==> config.mk <==
export PLATFORM = sky130hd
export DESIGN_NAME = button_bounce_emulator
export DESIGN_NICKNAME = d
export VERILOG_FILES = /design/src/rtl/button_bounce_emulator_pkg.sv /design/src/rtl/button_bounce_emulator_lfsr16.sv /design/src/rtl/button_bounce_emulator.sv
export SDC_FILE = /design/constraint.sdc
export NUM_CORES = 1
export LEC_CHECK = 0
export BUFFER_PORTS_ARGS = -buffer_cell sky130_fd_sc_hd__buf_4
export CAP_MARGIN = 20
export CORE_AREA = 10 10 63 65
export DETAILED_ROUTE_END_ITERATION = 16
export DIE_AREA = 0 0 73 75
export MAX_ROUTING_LAYER = met4
export SYNTH_ARGS = -nofsm -noshare
export SYNTH_HDL_FRONTEND = slang
export SYNTH_SLANG_ARGS = --single-unit
==> constraint.sdc <==
create_clock -name clk -period 4.6 [get_ports clk]
set_clock_uncertainty 0.2 [all_clocks]
set_input_delay 0 -clock clk [delete_from_list [all_inputs] [get_ports clk]]
set_output_delay 0 -clock clk [all_outputs]
set_load 0.03 [all_outputs]
==> src/rtl/button_bounce_emulator_pkg.sv <==
// Shared types and constants for the push-button bounce emulator.
// FSM state encoding, LFSR polynomial/seed and a sizing helper.
package button_bounce_emulator_pkg;

  typedef enum logic [2:0] {
    ST_IDLE  = 3'd0,
    ST_PRESS = 3'd1,
    ST_HOLD  = 3'd2,
    ST_REL   = 3'd3,
    ST_GAP   = 3'd4
  } state_e;

  // x^16+x^14+x^13+x^11+1, right-shifting Galois form
  localparam logic [15:0] LFSR_POLY = 16'hB400;
  localparam logic [15:0] LFSR_DEFAULT_SEED = 16'hACE1;

  function automatic int max3(int a, int b, int c);
    int m;
    m = a;
    if (b > m) m = b;
    if (c > m) m = c;
    return m;
  endfunction

endpackage

==> src/rtl/button_bounce_emulator_lfsr16.sv <==
// 16-bit Galois LFSR used to randomise bounce segment lengths.
// Ports: clk, rst (async high), advance (step once), state (current value).
module lfsr16
  import button_bounce_emulator_pkg::*;
#(
  parameter logic [15:0] SEED = LFSR_DEFAULT_SEED
) (
  input  logic        clk,
  input  logic        rst,
  input  logic        advance,
  output logic [15:0] state
);

  // an all-zero seed would lock the register at zero
  localparam logic [15:0] SEED_EFF =
    (SEED == 16'h0000) ? LFSR_DEFAULT_SEED : SEED;

  logic [15:0] state_q;
  logic [15:0] state_d;

  always_comb begin
    state_d = state_q;
    if (advance) begin
      state_d = {1'b0, state_q[15:1]};
      if (state_q[0]) state_d = state_d ^ LFSR_POLY;
    end
  end

  always_ff @(posedge clk or posedge rst) begin
    if (rst) state_q <= SEED_EFF;
    else     state_q <= state_d;
  end

  assign state = state_q;

endmodule

==> src/rtl/button_bounce_emulator.sv <==
// Emulates one bouncy button press per start: bounce, hold, bounce, gap.
// Ports: clk, rst (async high), start -> push_button, busy, done, press_count.
module button_bounce_emulator
  import button_bounce_emulator_pkg::*;
#(
  parameter int          BOUNCE_PAIRS = 2,
  parameter int          GLITCH_MIN   = 3,
  parameter int          GLITCH_BITS  = 3,
  parameter int          RANDOM_EN    = 0,
  parameter int          HOLD_CYCLES  = 10,
  parameter int          GAP_CYCLES   = 5,
  parameter int          ACTIVE_HIGH  = 1,
  parameter logic [15:0] LFSR_SEED    = 16'hACE1
) (
  input  logic       clk,
  input  logic       rst,
  input  logic       start,
  output logic       push_button,
  output logic       busy,
  output logic       done,
  output logic [7:0] press_count
);

  localparam int CNT_MAX = max3(
    GLITCH_MIN + (1 << GLITCH_BITS) - 1,
    HOLD_CYCLES, GAP_CYCLES);
  localparam int CNT_W = $clog2(CNT_MAX + 1);
  localparam int SEG_W = $clog2(2 * BOUNCE_PAIRS + 2);

  localparam logic [SEG_W-1:0] SEG_LAST =
    SEG_W'(2 * BOUNCE_PAIRS - 1);
  localparam logic [CNT_W-1:0] HOLD_M1 = CNT_W'(HOLD_CYCLES - 1);
  localparam logic [CNT_W-1:0] GAP_M1 = CNT_W'(GAP_CYCLES - 1);
  localparam logic [CNT_W-1:0] GMIN_M1 = CNT_W'(GLITCH_MIN - 1);
  localparam logic ACT_LVL = (ACTIVE_HIGH != 0);
  localparam logic INACT_LVL = ~ACT_LVL;
  localparam logic RND = (RANDOM_EN != 0);
  localparam logic NO_BNC = (BOUNCE_PAIRS == 0);
  localparam logic GAP_ONE = (GAP_CYCLES == 1);

  state_e           state_q, state_d;
  logic [CNT_W-1:0] cnt_q, cnt_d;
  logic [SEG_W-1:0] seg_q, seg_d;
  logic             push_q, push_d;
  logic             busy_q, busy_d;
  logic             done_q, done_d;
  logic [7:0]       count_q, count_d;
  logic             adv;
  logic [15:0]      lfsr_w;
  logic [CNT_W-1:0] seg_len_m1;
  logic             unused_lfsr;

  lfsr16 #(
    .SEED(LFSR_SEED)
  ) u_lfsr (
    .clk    (clk),
    .rst    (rst),
    .advance(adv),
    .state  (lfsr_w)
  );

  assign unused_lfsr = ^lfsr_w;

  // length of a segment starting this cycle, minus one
  always_comb begin
    seg_len_m1 = GMIN_M1;
    if (RND) begin
      seg_len_m1 = GMIN_M1 + CNT_W'(lfsr_w[GLITCH_BITS-1:0]);
    end
  end

  always_comb begin
    state_d = state_q;
    cnt_d   = cnt_q;
    seg_d   = seg_q;
    push_d  = push_q;
    busy_d  = busy_q;
    done_d  = 1'b0;
    count_d = count_q;
    adv     = 1'b0;
    unique case (state_q)
      ST_IDLE: begin
        if (start) begin
          busy_d = 1'b1;
          push_d = ACT_LVL;
          seg_d  = '0;
          if (NO_BNC) begin
            state_d = ST_HOLD;
            cnt_d   = HOLD_M1;
          end else begin
            state_d = ST_PRESS;
            cnt_d   = seg_len_m1;
            adv     = RND;
          end
        end
      end
      ST_PRESS: begin
        if (cnt_q != '0) begin
          cnt_d = cnt_q - 1'b1;
        end else if (seg_q == SEG_LAST) begin
          state_d = ST_HOLD;
          push_d  = ACT_LVL;
          cnt_d   = HOLD_M1;
        end else begin
          seg_d  = seg_q + 1'b1;
          push_d = ~push_q;
          cnt_d  = seg_len_m1;
          adv    = RND;
        end
      end
      ST_HOLD: begin
        if (cnt_q != '0) begin
          cnt_d = cnt_q - 1'b1;
        end else begin
          push_d = INACT_LVL;
          if (NO_BNC) begin
            state_d = ST_GAP;
            cnt_d   = GAP_M1;
            done_d  = GAP_ONE;
          end else begin
            state_d = ST_REL;
            seg_d   = '0;
            cnt_d   = seg_len_m1;
            adv     = RND;
          end
        end
      end
      ST_REL: begin
        if (cnt_q != '0) begin
          cnt_d = cnt_q - 1'b1;
        end else if (seg_q == SEG_LAST) begin
          state_d = ST_GAP;
          push_d  = INACT_LVL;
          cnt_d   = GAP_M1;
          done_d  = GAP_ONE;
        end else begin
          seg_d  = seg_q + 1'b1;
          push_d = ~push_q;
          cnt_d  = seg_len_m1;
          adv    = RND;
        end
      end
      ST_GAP: begin
        if (cnt_q != '0) begin
          cnt_d  = cnt_q - 1'b1;
          // done is registered, so raise it one cycle early
          done_d = (cnt_q == CNT_W'(1));
        end else begin
          state_d = ST_IDLE;
          busy_d  = 1'b0;
        end
      end
      default: begin
        state_d = ST_IDLE;
        push_d  = INACT_LVL;
        busy_d  = 1'b0;
      end
    endcase
    if (done_d) count_d = count_q + 1'b1;
  end

  always_ff @(posedge clk or posedge rst) begin
    if (rst) begin
      state_q <= ST_IDLE;
      cnt_q   <= '0;
      seg_q   <= '0;
      push_q  <= INACT_LVL;
      busy_q  <= 1'b0;
      done_q  <= 1'b0;
      count_q <= '0;
    end else begin
      state_q <= state_d;
      cnt_q   <= cnt_d;
      seg_q   <= seg_d;
      push_q  <= push_d;
      busy_q  <= busy_d;
      done_q  <= done_d;
      count_q <= count_d;
    end
  end

  assign push_button = push_q;
  assign busy        = busy_q;
  assign done        = done_q;
  assign press_count = count_q;

endmodule
==> flow_metrics.env, run 1 <==
export IMPL_critical_path_required_ps=4600
export IMPL_overflow=0
export IMPL_htree_levels=1
export IMPL_syn_area_per_cell_sq_um=9.68
export IMPL_cp_start_kind="flop"
export IMPL_setup_violations=0
export IMPL_worstSetupEndpointType="flop"
export IMPL_cts_root_buf="clkbuf_4"
export IMPL_r2r_setup_slack_ps=2210
export IMPL_synth_top_family_by_area="simple AND/OR/NAND/NOR gates"
export IMPL_drc=0
export IMPL_ant_nets=0
export IMPL_cp_max_fo=8
export IMPL_r2r_end="seg_q[2]$_DFFE_PP0P_"
export IMPL_gr_usage_all_layers_pct=10.4
export IMPL_p_leak_nw=0.639
export IMPL_synth_commonest_cells="21 x dfrtp_1, 11 x nand2_1, 8 x inv_1, 8 x xnor2_1"
export IMPL_post_place_ws_ps=2240
export IMPL_fin_nets=145
export IMPL_post_dp_cell_area_sq_um=1290
export IMPL_die_w_um=73
export IMPL_vias=926
export IMPL_r2r_start="cnt_q[0]$_DFFE_PP0P_"
export IMPL_synth_compound_area_share_pct=16.2
export IMPL_status="complete, no violations"
export IMPL_fin_area_sq_um=1340
export IMPL_worstPathArrival_ps=2390
export IMPL_postCtsSetupRepairBufs=0
export IMPL_synth_simple_area_share_pct=18.0
export IMPL_r2r_cells=6
export IMPL_grt_pass1_wl_mm=4.46
export IMPL_synthCells=122
export IMPL_drive_gt1_share_pct=17.6
export IMPL_fin_crit_ps=2390
export IMPL_fmax_mhz=419
export IMPL_async_flop_share_pct=100
export IMPL_cts_tree="yes"
export IMPL_drt_wl_total_mm=2.51
export IMPL_rsz0062_at_grt="no"
export IMPL_grt_max_degree=22
export IMPL_nFillCells=267
export IMPL_via_per_inst=5.54
export IMPL_worstSetupPathType="flop to flop"
export IMPL_syn_area_sq_um=1180
export IMPL_wl_per_cell_um=15.0
export IMPL_path_clk_slew_ps=130
export IMPL_dr_first_iter_drc_count=40
export IMPL_start_util_pct=43.6
export IMPL_cp_startpoint="cnt_q[0]$_DFFE_PP0P_"
export IMPL_drv_slew=0
export IMPL_synthAdderAreaFrac_pct=6.14
export IMPL_grt_pass1_vias=942
export IMPL_power_density_nw_per_um2=491
export IMPL_hpwl_mm=1.89
export IMPL_synthToLayoutAreaGrowth_pct=13.6
export IMPL_synth_flop_cell="dfrtp_1"
export IMPL_coreArea_sq_um=2710
export IMPL_path_depth=6
export IMPL_setup_worst_path_end="seg_q[2]$_DFFE_PP0P_"
export IMPL_synth_cell_types=39
export IMPL_cp_num_buf_inv=1
export IMPL_hold_class="primary input to async pin"
export IMPL_synth_xor_area_share_pct=6.67
export IMPL_port_buffers=13
export IMPL_fin_crit_sh_pct=51.9
export IMPL_ys_ff_latch=21
export IMPL_max_vdd_ir_drop_uv=351
export IMPL_drt_first_pass_iters=4
export IMPL_synth_area_leaders="dfrtp_1 44%, xnor2_1 5.9%, ha_1 5.3%"
export IMPL_relSlewSlack_pct=46.0
export IMPL_routabilityCongestion=0.806
export IMPL_synth_edf_count=0
export IMPL_synth_top_area_cell="dfrtp_1"
export IMPL_worst_path_max_delay_cell="nor3b_1"
export IMPL_hold_worst_slack_ps=179
export IMPL_cts_buffer_depth=2
export IMPL_max_cap_violations=0
export IMPL_cts_num_sinks=21
export IMPL_ys_warn_count=0
export IMPL_die_area_sq_um=5480
export IMPL_slowest_delay_ps=690
export IMPL_cts_buffers=3
export IMPL_fin_ws_ps=2210
export IMPL_utilization_pct=49.5
export IMPL_path_cells="inv_1 > ha_1 > nor3b_1 > o21ai_0 > a21oi_1 > o22ai_1"
export IMPL_die_h_um=75
export IMPL_fin_tns_setup_ps=0
export IMPL_antenna_found_initial=0
export IMPL_tightest_slew_ps=809
export IMPL_io_pins=14
export IMPL_rows=19
export IMPL_syn_num_nets=130
export IMPL_critPathTopFamily="simple AND/OR/NAND/NOR gates"
export IMPL_yosysSeqAreaShare_pct=44.5
export IMPL_hold_viol=0
export IMPL_clk_latency_ps=310
export IMPL_synth_mux_area_fraction_pct=3.60
export IMPL_synth_most_common_cell="dfrtp_1"
export IMPL_diodes=0
export IMPL_synth_top_area_share_pct=44.5
## cell families (layout without fill, tap and decap cells)
group	Yosys count	in the layout
simple gates	39	39
xor+xnor	9	9
fa+ha+maj	6	6
mux	4	4
buf+inv	14	28
flops	21	21
compound gates	29	29
## final cells by class
| class | count | area (sq um) | share of cell area, % |
|---|---|---|---|
| inverter | 9 | 33.8 | 2.52 |
| clock buffer | 3 | 22.5 | 1.68 |
| multi-input combinational | 87 | 598 | 44.6 |
| sequential | 21 | 526 | 39.2 |
| tap | 31 | 38.8 | 2.89 |
| timing repair buffer | 15 | 118 | 8.77 |
| clock inverter | 1 | 5.00 | 0.373 |
## flip-flops by register name (all words and copies together), names as in the netlist
register     cells
press_count      8
busy             1
done             1
seg_q            3
state_q          3
cnt_q            4
push_button      1
## cell usage in the layout (no fill, tap or decap), types with 5 or more instances in the layout
| master | count |
|---|---|
| o21ai_0 | 7 |
| xnor2_1 | 8 |
| nand2_1 | 11 |
| a21oi_1 | 7 |
| inv_1 | 8 |
| buf_4 | 13 |
| ha_1 | 5 |
| dfrtp_1 | 21 |
## report_power, final
| part | total (mW) | switching, mW | internal [mW] |
|---|---|---|---|
| sequential | 0.283 | 0.0565 | 0.227 |
| combinational | 0.283 | 0.153 | 0.130 |
| clock | 0.0929 | 0.0604 | 0.0325 |
## routing by layer
metal	wire (um)	vias to the layer above	track usage, %
li1	-	462	-
met1	1300	451	14.0
met2	1120	11	14.6
met3	81	2	2.76
met4	17	0	3.16
met5	0	-	-
## what timing repair did
| item | CTS | global route |
|---|---|---|
| endpoints found under the hold margin | 26 | 0 |
| gates resized for setup | 0 | 0 |
| hold buffers | 2 | 0 |
## worst min-delay path by stage
stage          startpoint                          to  slack (ps)  cells after the start
2_1_floorplan         rst            busy$_DFFE_PP0P_        -220                      1
3_5_place_dp          rst  press_count[1]$_DFFE_PP0P_          10                      2
3_3_place_gp          rst  press_count[1]$_DFFE_PP0P_        -0.5                      2
4_1_cts               rst        seg_q[2]$_DFFE_PP0P_         210                      3
5_1_grt               rst  press_count[1]$_DFFE_PP0P_         250                      3
6_report              rst      state_q[0]$_DFFE_PP0P_         180                      3
## metrics by stage
stage          power, mW  cells
2_1_floorplan      0.504    122
3_5_place_dp       0.569    161
6_report           0.659    167
5_1_grt            0.720    167
4_1_cts            0.665    167
3_3_place_gp       0.565    161
## worst register-to-register path, stage by stage (launching register included)
cell and delay (ps):
dfrtp_1 460, inv_1 110, ha_1 220, nor3b_1 690, o21ai_0 200, a21oi_1 280
o22ai_1 120
No activity file was read; power rests on OpenSTA's default activity.
==> run 2, diff against run 1 <==
clock period = 2.1 ns   (was 4.6 ns; I/O delays follow)
==> flow_metrics.env, run 2 (synthesized netlist as in run 1, its figures left out) <==
export IMPL_port_buffers=13
export IMPL_cts_num_sinks=21
export IMPL_p_leak_nw=0.683
export IMPL_path_cells="inv_1 > ha_4 > or3b_4 > or3_4 > nor2_2 > a211o_1"
export IMPL_hold_worst_slack_ps=190
export IMPL_drv_slew=0
export IMPL_overflow=0
export IMPL_grt_pass1_vias=1050
export IMPL_p_total_mw=1.59
export IMPL_htree_levels=1
export IMPL_hold_class="primary input to async pin"
export IMPL_drt_first_pass_iters=4
export IMPL_worstSetupEndpointType="flop"
export IMPL_die_area_sq_um=5480
export IMPL_largest_reg_flops=8
export IMPL_worstPathArrival_ps=2040
export IMPL_grt_pass1_wl_mm=4.82
export IMPL_drt_wl_total_mm=2.86
export IMPL_antenna_found_initial=0
export IMPL_drive_gt1_share_pct=24.3
export IMPL_rows=19
export IMPL_layout_common_cells="21 x dfrtp_1, 21 x buf_4, 11 x nand2_1"
export IMPL_nFillCells=269
export IMPL_via_per_inst=5.67
export IMPL_fin_crit_ps=1990
export IMPL_fin_tns_setup_ps=0
export IMPL_worst_path_max_delay_cell="dfrtp_1"
export IMPL_path_clk_slew_ps=130
export IMPL_postCtsSetupRepairBufs=0
export IMPL_wl_per_cell_um=16.3
export IMPL_status="complete, no violations"
export IMPL_drc=0
export IMPL_hold_viol=0
export IMPL_die_h_um=75
export IMPL_grt_max_degree=22
export IMPL_coreArea_sq_um=2710
export IMPL_max_vdd_ir_drop_uv=546
export IMPL_dr_first_iter_drc_count=36
export IMPL_io_pins=14
export IMPL_ant_nets=0
export IMPL_worstSetupPathType="flop to flop"
export IMPL_tightest_slew_ps=803
export IMPL_critical_path_required_ps=2150
export IMPL_gr_usage_all_layers_pct=11.1
export IMPL_die_w_um=73
export IMPL_fmax_mhz=502
export IMPL_cts_buffer_depth=2
export IMPL_power_density_nw_per_um2=1120
export IMPL_clk_latency_ps=310
export IMPL_vias=992
export IMPL_hpwl_mm=2.06
export IMPL_setup_violations=0
export IMPL_fin_nets=153
export IMPL_cp_start_kind="flop"
export IMPL_synthToLayoutAreaGrowth_pct=20.3
export IMPL_cp_max_fo=5
export IMPL_cts_buffers=3
export IMPL_max_cap_violations=0
export IMPL_fin_crit_sh_pct=94.8
export IMPL_relSlewSlack_pct=46.4
export IMPL_cts_tree="yes"
export IMPL_diodes=0
export IMPL_utilization_pct=52.4
export IMPL_start_util_pct=43.6
export IMPL_slowest_delay_ps=430
export IMPL_rsz0062_at_grt="no"
export IMPL_routabilityCongestion=0.886
export IMPL_cts_root_buf="clkbuf_4"
-- run 2: cell types whose count changed in the layout (fill, tap and decap cells not counted), sizes merged --
| cell | delta |
|---|---|
| buf | +8 |
-- run 2: path summary, 6_finish.rpt --
path / startpoint / endpoint / slack [ps] / cells after the start
worst min-delay path: rst / press_count[2]$_DFFE_PP0P_ / 190 / 3
worst max-delay path: cnt_q[1]$_DFFE_PP0P_ / cnt_q[3]$_DFFE_PP0P_ / 110 / 6
worst max register to register: cnt_q[1]$_DFFE_PP0P_ / cnt_q[3]$_DFFE_PP0P_ / 110 / 6
min in group clk: press_count[7]$_DFFE_PP0P_ / press_count[7]$_DFFE_PP0P_ / 290 / 1
max in group asynchronous: rst / busy$_DFFE_PP0P_ / 1000 / 3
worst min register to register: press_count[7]$_DFFE_PP0P_ / press_count[7]$_DFFE_PP0P_ / 290 / 1
-- run 2: report_power, final --
group          internal (mW)  leakage [nW]  switching, mW  total, mW
combinational          0.376         0.405          0.436      0.812
sequential             0.497         0.260         0.0825      0.579
clock                 0.0710        0.0177          0.130      0.201
total                  0.943         0.683          0.649       1.59
-- run 2: worst max-delay path: cells and delay by family, from the launching register on --
kind / cells / cell delay, ps
adder cells (fa/ha/maj): 1 / 160
AND/OR/NAND/NOR: 3 / 910
buffers and inverters: 1 / 120
flip-flops: 1 / 430
AO/OA/AOI/OAI: 1 / 110
-- run 2: metal layers --
metal	up-vias	wire, um	global-route usage, %
met1	482	1260	13.0
met2	21	1430	18.0
li1	483	-	-
met3	6	123	2.23
met5	-	0	-
met4	0	44	5.27
-- run 2: what timing repair did --
action | in CTS | in global routing
hold buffers | 2 | 0
gates resized for setup | 0 | 5
endpoints found under the hold margin | 28 | 0
setup endpoints to repair | 0 | 8
-- run 2: layout make-up --
type | instances | area, sq um | area share (%)
clock buffers | 3 | 22.5 | 1.58
well taps | 31 | 38.8 | 2.73
clock inverters | 1 | 5.00 | 0.352
repair buffers | 23 | 178 | 12.5
multi-input cells | 87 | 618 | 43.5
flip-flops and latches | 21 | 526 | 37.0
inverters | 9 | 33.8 | 2.38
-- run 2: metrics by stage --
stage               cells  setup slack [ps]  cell area (sq um)
CTS                   175              69.9               1400
finish                175               110               1420
global placement      169               131               1350
floorplan             122              81.1               1180
detailed placement    169              84.1               1350
global route          175              22.8               1420
==> run 3, diff against run 2 <==
CELL_PAD_IN_SITES_DETAIL_PLACEMENT = 0   (was default)
CELL_PAD_IN_SITES_GLOBAL_PLACEMENT = 2   (was default)
CORE_AREA = 10 10 72 74   (was 10 10 63 65)
DIE_AREA = 0 0 82 84   (was 0 0 73 75)
PLACE_DENSITY_LB_ADDON = 0.1   (was default)
==> flow_metrics.env, run 3 (synthesized netlist as in run 1, its figures left out) <==
export IMPL_status="complete, no violations"
export IMPL_die_h_um=84
export IMPL_max_cap_violations=0
export IMPL_fin_crit_ps=1960
export IMPL_die_w_um=82
export IMPL_cts_tree="yes"
export IMPL_grt_max_degree=22
export IMPL_drv_slew=0
export IMPL_grt_pass1_wl_mm=4.55
export IMPL_rsz0062_at_grt="no"
export IMPL_port_buffers=13
export IMPL_drt_wl_total_mm=2.83
export IMPL_max_vdd_ir_drop_uv=338
export IMPL_slowest_delay_ps=410
export IMPL_rows=23
export IMPL_start_util_pct=30.6
export IMPL_r2r_end="cnt_q[0]$_DFFE_PP0P_"
export IMPL_path_clk_slew_ps=80
export IMPL_dp_cells=189
export IMPL_p_total_mw=1.64
export IMPL_cts_root_buf="clkbuf_8"
export IMPL_setup_violations=0
export IMPL_relSlewSlack_pct=43.1
export IMPL_gr_usage_all_layers_pct=8.43
export IMPL_fin_ws_ps=137
export IMPL_synthToLayoutAreaGrowth_pct=24.9
export IMPL_drc=0
export IMPL_nFillCells=401
export IMPL_hold_viol=0
export IMPL_cts_buffer_depth=2
export IMPL_multi_input_area_sq_um=622
export IMPL_power_density_nw_per_um2=1110
export IMPL_critical_path_required_ps=2100
export IMPL_ant_nets=0
export IMPL_hold_class="primary input to async pin"
export IMPL_diodes=0
export IMPL_routabilityCongestion=0.739
export IMPL_hpwl_mm=2.12
export IMPL_tightest_slew_ps=852
export IMPL_hold_worst_slack_ps=269
export IMPL_fin_tns_setup_ps=0
export IMPL_cts_num_sinks=21
export IMPL_fmax_mhz=509
export IMPL_path_cells="inv_1 > ha_4 > or3b_4 > or3_4 > nor2_2 > a211o_1"
export IMPL_die_area_sq_um=6890
export IMPL_cts_buffers=3
export IMPL_coreArea_sq_um=3860
export IMPL_final_common_cell="buf_4"
export IMPL_worstSetupPathType="flop to flop"
export IMPL_fin_crit_sh_pct=93.5
export IMPL_cp_max_fo=5
export IMPL_postCtsSetupRepairBufs=0
export IMPL_r2r_start="cnt_q[1]$_DFFE_PP0P_"
export IMPL_clk_latency_ps=260
export IMPL_post_place_ws_ps=89.7
export IMPL_via_per_inst=4.98
export IMPL_worstSetupEndpointType="flop"
export IMPL_seqCellArea_sq_um=526
export IMPL_p_leak_nw=0.696
export IMPL_grt_pass1_vias=928
export IMPL_drt_first_pass_iters=4
export IMPL_dr_first_iter_drc_count=87
export IMPL_fin_nets=154
export IMPL_io_pins=14
export IMPL_largest_reg_flops=8
export IMPL_htree_levels=1
export IMPL_wl_per_cell_um=14.5
export IMPL_drive_gt1_share_pct=25.5
export IMPL_overflow=0
export IMPL_fin_cells=195
export IMPL_antenna_found_initial=0
export IMPL_r2r_cells=6
export IMPL_worstPathArrival_ps=1960
export IMPL_layout_common_cells="22 x buf_4, 21 x dfrtp_1, 11 x nand2_1"
export IMPL_worst_path_max_delay_cell="dfrtp_1"
export IMPL_cp_start_kind="flop"
export IMPL_vias=972
export IMPL_r2r_setup_slack_ps=140
## run 3: layout make-up
cell class	instances	area share, %
clock inverters	1	0.339
flip-flops and latches	21	35.6
inverters	9	2.29
repair buffers	24	12.6
well taps	50	4.24
clock buffers	3	2.80
multi-input cells	87	42.2
## run 3: critical path, delay by kind of cell (launching register included)
kind                       cells  cell delay (ps)
AOI/OAI and AO/OA              1              110
buffers and inverters          1              120
and+or+nand+nor                3              910
adders and majority gates      1              160
DFF                            1              410
## run 3: how the worst max path moves through the flow
| stage | from | end | slack [ps] | cells after the start |
|---|---|---|---|---|
| 3_3_place_gp | cnt_q[1]$_DFFE_PP0P_ | seg_q[2]$_DFFE_PP0P_ | 50 | 7 |
| 2_1_floorplan | cnt_q[0]$_DFFE_PP0P_ | seg_q[2]$_DFFE_PP0P_ | 80 | 6 |
| 3_5_place_dp | cnt_q[1]$_DFFE_PP0P_ | seg_q[2]$_DFFE_PP0P_ | 90 | 7 |
| 4_1_cts | cnt_q[1]$_DFFE_PP0P_ | seg_q[2]$_DFFE_PP0P_ | 70 | 7 |
| 6_report | cnt_q[1]$_DFFE_PP0P_ | cnt_q[0]$_DFFE_PP0P_ | 140 | 6 |
| 5_1_grt | cnt_q[1]$_DFFE_PP0P_ | cnt_q[0]$_DFFE_PP0P_ | 30 | 6 |
## run 3: what timing repair did
item / CTS / global route
hold endpoints to repair: 24 / 0
hold buffers: 2 / 0
resized for setup: 0 / 5
endpoints found under the setup margin: 0 / 6
## run 3: report_power, final
group | switching [mW] | internal (mW)
Sequential | 0.0962 | 0.497
Clock | 0.135 | 0.132
Combinational | 0.409 | 0.372
## run 3: routing by layer
layer | global-route usage, % | up-vias | routed length (um)
li1 | - | 483 | -
met1 | 10.8 | 480 | 1350
met2 | 13.0 | 7 | 1380
met3 | 1.72 | 2 | 83
met4 | 2.32 | 0 | 12
met5 | - | - | 0
## run 3: metrics by stage
stage	area (sq um)	utilization (%)
floorplan	1180	-
global placement	1390	35.9
detailed placement	1390	35.9
CTS	1450	37.6
global route	1480	38.3
finish	1480	38.3
